## src/rtl/inst_fetch_unit.sv

```systemverilog
// Program store and instruction supplier for the 8-bit Micro core.
// Loads a program over a valid/ready byte stream, then serves INST for each PC until HALT.
module inst_fetch_unit #(
  parameter int unsigned         INST_W  = 8,
  parameter int unsigned         DEPTH   = 32,
  parameter int unsigned         AW      = 5,
  parameter logic [INST_W-1:0]   NOP_OP  = INST_W'(8'h00),
  parameter logic [INST_W-1:0]   HALT_OP = INST_W'(8'hFF)
) (
  input  logic              clk,
  input  logic              CLB,
  input  logic              start,
  input  logic              ld_valid,
  input  logic [INST_W-1:0] ld_data,
  output logic              ld_ready,
  input  logic [7:0]        PC,
  output logic [INST_W-1:0] INST,
  output logic              inst_valid,
  output logic              run,
  output logic              halted,
  output logic [AW:0]       load_count,
  output logic              err_overflow
);

  localparam int unsigned CMP_W     = ((AW + 1) > 8) ? (AW + 1) : 8;
  localparam logic [AW:0] DEPTH_CNT = (AW + 1)'(DEPTH);

  typedef enum logic [1:0] {
    S_IDLE = 2'd0,
    S_RUN  = 2'd1,
    S_HALT = 2'd2
  } state_t;

  state_t              r_state;
  state_t              w_next_state;

  logic [INST_W-1:0]   r_mem [DEPTH];
  logic [INST_W-1:0]   r_inst;
  logic                r_inst_valid;
  logic                r_halted;
  logic [AW:0]         r_load_count;
  logic                r_err_overflow;

  logic                w_ld_ready;
  logic                w_beat;
  logic                w_overflow_attempt;
  logic                w_start_run;
  logic                w_pc_in_range;
  logic [INST_W-1:0]   w_mem_word;
  logic [INST_W-1:0]   w_fetch_word;
  logic                w_fetch_halt;

  // Load handshake and fetch decode
  assign w_ld_ready         = (r_state == S_IDLE) && (r_load_count < DEPTH_CNT);
  assign w_beat             = ld_valid && w_ld_ready;
  assign w_overflow_attempt = (r_state == S_IDLE) && ld_valid && (r_load_count == DEPTH_CNT);
  // A beat landing with start counts toward the program length
  assign w_start_run        = start && ((r_load_count != '0) || w_beat);

  // PC is never wrapped: compare full PC against the zero-extended count
  assign w_pc_in_range = CMP_W'(PC) < CMP_W'(r_load_count);
  assign w_mem_word    = r_mem[PC[AW-1:0]];
  assign w_fetch_word  = w_pc_in_range ? w_mem_word : NOP_OP;
  assign w_fetch_halt  = w_pc_in_range && (w_mem_word == HALT_OP);

  // State register
  always_ff @(posedge clk or posedge CLB) begin
    if (CLB) begin
      r_state <= S_IDLE;
    end else begin
      r_state <= w_next_state;
    end
  end

  // Next-state logic
  always_comb begin
    w_next_state = r_state;
    case (r_state)
      S_IDLE: begin
        if (w_start_run) begin
          w_next_state = S_RUN;
        end
      end
      S_RUN: begin
        if (w_fetch_halt) begin
          w_next_state = S_HALT;
        end
      end
      S_HALT: begin
        if (start) begin
          w_next_state = S_IDLE;
        end
      end
      default: w_next_state = S_IDLE;
    endcase
  end

  // State-decoded outputs
  always_comb begin
    ld_ready = 1'b0;
    run      = 1'b0;
    case (r_state)
      S_IDLE:  ld_ready = w_ld_ready;
      S_RUN:   run      = 1'b1;
      default: begin
        ld_ready = 1'b0;
        run      = 1'b0;
      end
    endcase
  end

  // Program store; contents survive reset by design
  always_ff @(posedge clk) begin
    if (w_beat) begin
      r_mem[r_load_count[AW-1:0]] <= ld_data;
    end
  end

  // Load counter, fetch register and status flags
  always_ff @(posedge clk or posedge CLB) begin
    if (CLB) begin
      r_inst         <= NOP_OP;
      r_inst_valid   <= 1'b0;
      r_halted       <= 1'b0;
      r_load_count   <= '0;
      r_err_overflow <= 1'b0;
    end else begin
      case (r_state)
        S_IDLE: begin
          r_inst_valid <= 1'b0;
          if (w_beat) begin
            r_load_count <= r_load_count + (AW + 1)'(1);
          end
          if (w_overflow_attempt) begin
            r_err_overflow <= 1'b1;
          end
        end
        S_RUN: begin
          r_inst       <= w_fetch_word;
          r_inst_valid <= 1'b1;
          if (w_fetch_halt) begin
            r_halted <= 1'b1;
          end
        end
        S_HALT: begin
          r_inst_valid <= 1'b0;
          // Clearing the count makes stale store words unreachable
          if (start) begin
            r_load_count <= '0;
            r_halted     <= 1'b0;
            r_inst       <= NOP_OP;
          end
        end
        default: begin
          r_inst_valid <= 1'b0;
        end
      endcase
    end
  end

  assign INST         = r_inst;
  assign inst_valid   = r_inst_valid;
  assign halted       = r_halted;
  assign load_count   = r_load_count;
  assign err_overflow = r_err_overflow;

endmodule

```

## config.mk

```make
export PLATFORM = sky130hd
export DESIGN_NAME = inst_fetch_unit
export DESIGN_NICKNAME = d
export VERILOG_FILES = /design/src/rtl/inst_fetch_unit.sv
export SDC_FILE = /design/constraint.sdc
export NUM_CORES = 1
export LEC_CHECK = 0
export CORE_UTILIZATION = 34
export CTS_CLUSTER_DIAMETER = 40
export DETAILED_ROUTE_END_ITERATION = 10
export GPL_TIMING_DRIVEN = 0
export PLACE_DENSITY = 0.46
export SETUP_SLACK_MARGIN = 0.05
export SLEW_MARGIN = 20
export SYNTH_ARGS = -nofsm -noshare
export SYNTH_HDL_FRONTEND = slang
export SYNTH_SLANG_ARGS = --single-unit
```

## constraint.sdc

```tcl
create_clock -name clk -period 2.8 [get_ports clk]
set_clock_uncertainty 0.1 [all_clocks]
set_input_delay 0.28 -clock clk [delete_from_list [all_inputs] [get_ports clk]]
set_output_delay 0.28 -clock clk [all_outputs]
set_load 0.005 [all_outputs]
```

Word level (Yosys, flattened, before mapping)
Memories as Yosys holds them, arrays and structs flattened.
Index checks and enable logic that the tools add are counted.

cells by class
  mux-type cells = 17
  equal/unequal tests = 8
  order comparisons = 2
  reduce and logical (&&, ||, !) cells = 16
  $add $sub $neg = 1

operators by type and width
  operator                                        count
  2-to-1 mux 8 bit                                2
  case mux 8 bit (2 select lines)                 1
  2-to-1 mux 6 bit                                2
  case mux 6 bit (2 select lines)                 1
  AND reduction 3 bit                             3
  == test 8 bit (second input constant)           1
  < comparator 8 x 6 -> 1 bit                     1
  != test 2 bit (second input constant)           4
  adder 6 x 1 -> 6 bit (second input constant)    1
  == test 6 bit (second input constant)           1
  logical AND 1 bit                               6
  < comparator 6 bit (second input constant)      1
  2-to-1 mux 1 bit                                6
  2-to-1 mux 2 bit                                3
  case mux 2 bit (3 select lines)                 1
  nonzero test 6 bit                              1
  AND reduction 2 bit                             2
  nonzero test 2 bit                              2
  == test 2 x 1 -> 1 bit (second input constant)  1
  == test 2 bit (second input constant)           1
  logical NOT 2 bit                               1
  case mux 1 bit (2 select lines)                 1
  logical OR 1 bit                                1

word-level totals
  bits in registers = 19
  word-level logic and storage cells = 51
  memories = 1
  memory bits (writable) = 256
  input port bits = 20
  output and inout bits = 19

memories
  memory  words  width  read ports  clocked after Yosys merged registers in  wr ports  line  text
  r_mem   32     8      1           0                                        1         37    logic [INST_W-1:0] r_mem [DEPTH];

Logic depth before layout (Yosys ltp)
  depth in word-level cells = 7
  depth in mapped cells = 10
  mapped depth without buffers = 7

Worst setup path after synthesis
No wires, ideal clock.

  kind = reg2reg
  from = register r_state[0]
  to = memory r_mem[11][0] (enable)
  setup slack = 0.589 ns
  setup time = 0.370 ns
  clock period less this slack = 2.211 ns
  stages on the path, launching flop included = 6
  buffers on the path = 1
  required time = 2.330 ns
  arrival = 1.741 ns
  path through = dfrtp_1 nor3b_1 and2_1 clkbuf_1 nand2_1 nor2_1

between the ends
  word-level cells in the longest chain between the ends = 5

RTL lines
  what                                    line  text
  start, declared                         34    state_t r_state;
  start signal, assigned                  71    r_state <= w_next_state;
  logical NOT 2 bit                       54    assign w_ld_ready = (r_state == S_IDLE) && (r_load_count < DEPTH_CNT);
  logical AND 1 bit                       54
  logical AND 1 bit                       55    assign w_beat = ld_valid && w_ld_ready;
  2-to-1 mux 1 bit                        114   if (w_beat) begin
  2-to-1 mux 1 bit (implied by the code)  115   r_mem[r_load_count[AW-1:0]] <= ld_data;
  end, declared                           37

Every way passes these cells.

Worst setup path in the final report
  from = register r_state[0]
  to = memory r_mem[3][6] (enable)

Same word-level chain as after synthesis.

==> flow_metrics.py <==
metrics = {
    "grt": {
        "grtUsageTotal_pct": 17.1,
        "grt_pass1_wl_um": 40100,
        "grt_pass1_vias": 5682,
        "overflow": 0,
        "grt-busiest-layer": "met2",
        "use_met1_pct": 24.8,
        "use_met3_pct": 2.78,
        "grtUsageMet2_pct": 26.4,
        "grt_max_degree": 33,
        "antenna_found_initial": 0,
    },
    "timing": {
        "min_period_ps": 2680,
        "timing.setup.tns_ps": 0,
        "tightestPinTransition_ps": 735,
        "setup_viol": 0,
        "timing.fmax_mhz": 373,
        "hold_viol_final": 0,
        "relSlewSlack_pct": 51.0,
        "period_share_pct": 95.9,
        "grt_setup_unrepaired": "yes",
        "maxSlewViolCount": 0,
    },
    "drt": {
        "vias_per_cell": 5.11,
        "dr_total_vias": 5535,
        "drt_first_pass_iters": 4,
        "wl_per_cell_um": 25.8,
        "postRouteAntennaNets": 0,
        "drc": 0,
        "first_iter_violations": 405,
        "finalWirelength_um": 28000,
    },
    "die": {
        "die_w_um": 183,
        "die_h_um": 183,
        "dieArea_um2": 33500,
        "ioPinCount": 39,
        "rows": 65,
        "start_util_pct": 34.9,
        "core_um2": 31900,
    },
    "yosys": {
        "synth_enable_flop_cells": 256,
        "synth_area_leaders": "edfxtp_1 (69%), mux4_2 (8.9%), mux4_1 (5.9%)",
        "ys_types": 49,
        "ys_ff_latch": 275,
        "syn_area_um2": 11100,
        "synthArstFlopShare_pct": 6.91,
        "synthCells": 541,
        "synth_area_leader_cell": "edfxtp_1",
        "yosysWarnings": 0,
        "synth_top_area_share_pct": 69.0,
        "yosysSeqAreaShare_pct": 73.3,
        "syn_area_per_cell_um2": 20.6,
        "synth_flop_cell": "edfxtp_1",
        "syn_nets": 570,
    },
    "power_and_ir_drop": {
        "ir_drop_mv": 0.302,
        "p_total_mw": 9.53,
        "p_leak_nw": 4.38,
        "power-per-cell-area_nw_per_um2": 701,
    },
    "critical_path": {
        "reg2reg_to": "r_mem[3][6]$_DFFE_PP_",
        "cp_cell_sequence": "nor3b_1 > and2_1 > clkbuf_1 > nand2_2 > nor2_4",
        "crit_slowest_cell": "nor2_4",
        "critical_path_class": "register to register",
        "end_kind": "register",
        "crit_fanout": 10,
        "r2r_start": "r_state[0]$_DFFE_PP0P_",
        "r2r_setup_slack_ps": 120,
        "crit_path_start_kind": "register",
        "required_ps": 2850,
        "max_stage_delay_ps": 460,
        "rr_worst_depth": 5,
        "crit_arrival_ps": 2730,
    },
    "finish": {
        "diodes": 0,
        "fin_util_pct": 42.6,
        "design_area_um2": 13600,
        "fin_cells": 1083,
        "syn2layout_area_growth_pct": 22.1,
        "layout-drive-gt1-share_pct": 29.6,
        "seqCellArea_um2": 8160,
        "fin_nets": 651,
        "multi_input_area_um2": 2940,
        "fillerInstances": 2798,
    },
    "clock_tree": {
        "cts_root_buf": "clkbuf_16",
        "clock-sinks": 275,
        "path_clk_slew_ps": 50,
        "cts_tree": "done",
        "clk_path_buf_depth": 3,
        "clk_latency_ps": 510,
        "holdBufCountCts": 0,
        "numCtsBuffers": 36,
        "htreeDepth": 2,
    },
    "placed_design": {
        "hpwl_um": 18000,
        "place_congestion": 0.786,
        "place_area_um2": 12000,
        "io_buffer_count": 37,
        "dp.cells": 1013,
    },
    "worst_hold_path": {
        "hp-class": "primary input to async pin",
    },
    "status": {
        "outcome": "finished, final reports clean",
    },
    "job": {
        "cap_violations": 0,
    },
}
worst max path at each step:
stage,start,to,slack [ps],cells after the start
3_5_place_dp,PC[2],r_state[1]$_DFFE_PP0P_,-650,9
3_3_place_gp,PC[2],halted$_DFFE_PP0P_,-590,9
2_1_floorplan,r_state[0]$_DFFE_PP0P_,r_mem[11][0]$_DFFE_PP_,590,5
6_report,r_state[0]$_DFFE_PP0P_,r_mem[3][6]$_DFFE_PP_,120,5
5_1_grt,r_state[0]$_DFFE_PP0P_,r_mem[3][6]$_DFFE_PP_,-120,5
4_1_cts,r_state[0]$_DFFE_PP0P_,r_mem[19][5]$_DFFE_PP_,-230,5
critical path: cells and delay by family (launching register included):
kind / cells / cell delay [ps]
buf+inv: 1 / 350
simple gates: 4 / 1440
flops: 1 / 450
cells by family (layout without fill, tap and decap cells):
group | count (synthesis) | after routing | share of synthesized area, %
DFF | 275 | 275 | 73.3
xor gates and xnor gates | 3 | 3 | 0.236
buffers and inverters | 33 | 140 | 2.60
muxes | 90 | 90 | 16.7
and+or+nand+nor | 95 | 95 | 3.88
AOI/OAI and AO/OA | 36 | 36 | 2.24
adders and majority gates | 9 | 9 | 1.01
layout by cell type, fill, tap and decap left out, types with 4 or more instances in the layout:
cell type and n:
a221oi_1 4, buf_12 10, buf_2 8, buf_4 7
bufinv_16 4, clkbuf_1 9, clkbuf_16 37, clkbuf_8 6
clkdlybuf4s50_1 29, clkinv_1 5, clkinv_2 6, dfrtp_1 19
edfxtp_1 256, ha_1 9, inv_1 6, mux2i_1 15
mux4_1 17, mux4_2 52, nand2_1 17, nand2_2 5
nand3_1 12, nor2_1 10, nor2_4 32, nor3_1 4
o21ai_0 10
flip-flops by register name (all words and copies together) (netlist names):
| register | count |
|---|---|
| inst_valid | 1 |
| err_overflow | 1 |
| halted | 1 |
| load_count | 6 |
| r_mem | 256 |
| INST | 8 |
| r_state | 2 |
synth_stat cells (all sizes together) (4+ instances only):
master,instances
nand3,13
o21ai,11
nand2,22
a221oi,5
clkbuf,10
edfxtp,256
nor3,4
nor2,42
inv,6
dfrtp,19
buf,15
ha,9
mux4,69
mux2i,18
stage by stage:
step	setup WS [ps]	hold slack, ps
detailed placement	-648	358
global placement	-595	361
finish	116	119
global route	-123	184
CTS	-225	126
floorplan	589	131
timing repair:
| action | in CTS | in global routing |
|---|---|---|
| endpoints found under the setup margin | 259 | 263 |
| endpoints found under the hold margin | 0 | 0 |
| buffers inserted | 0 | 6 |
| pin swaps | 0 | 6 |
| gates resized for setup | 35 | 56 |
routing by layer:
layer / wire length [um] / vias to the layer above / share of wire (%)
met2: 12900 / 141 / 46
li1: - / 2405 / -
met4: 772 / 0 / 2.8
met5: 0 / - / 0
met1: 13100 / 2947 / 47
met3: 1220 / 42 / 4.4
cell type report:
cell class	count	share of cell area (%)
multi-input combinational	233	21.6
buffer	25	2.09
sequential	275	60.0
clock inverter	21	1.70
timing repair buffer	43	3.31
clock buffer	43	6.98
tap	435	4.00
inverter	8	0.221
where the power goes:
group / internal, mW / switching (mW) / leakage, nW
sequential: 4.50 / 0.0133 / 2.54
clock: 2.81 / 1.70 / 0.575
combinational: 0.213 / 0.300 / 1.27
No activity file was read; power rests on OpenSTA's default activity.
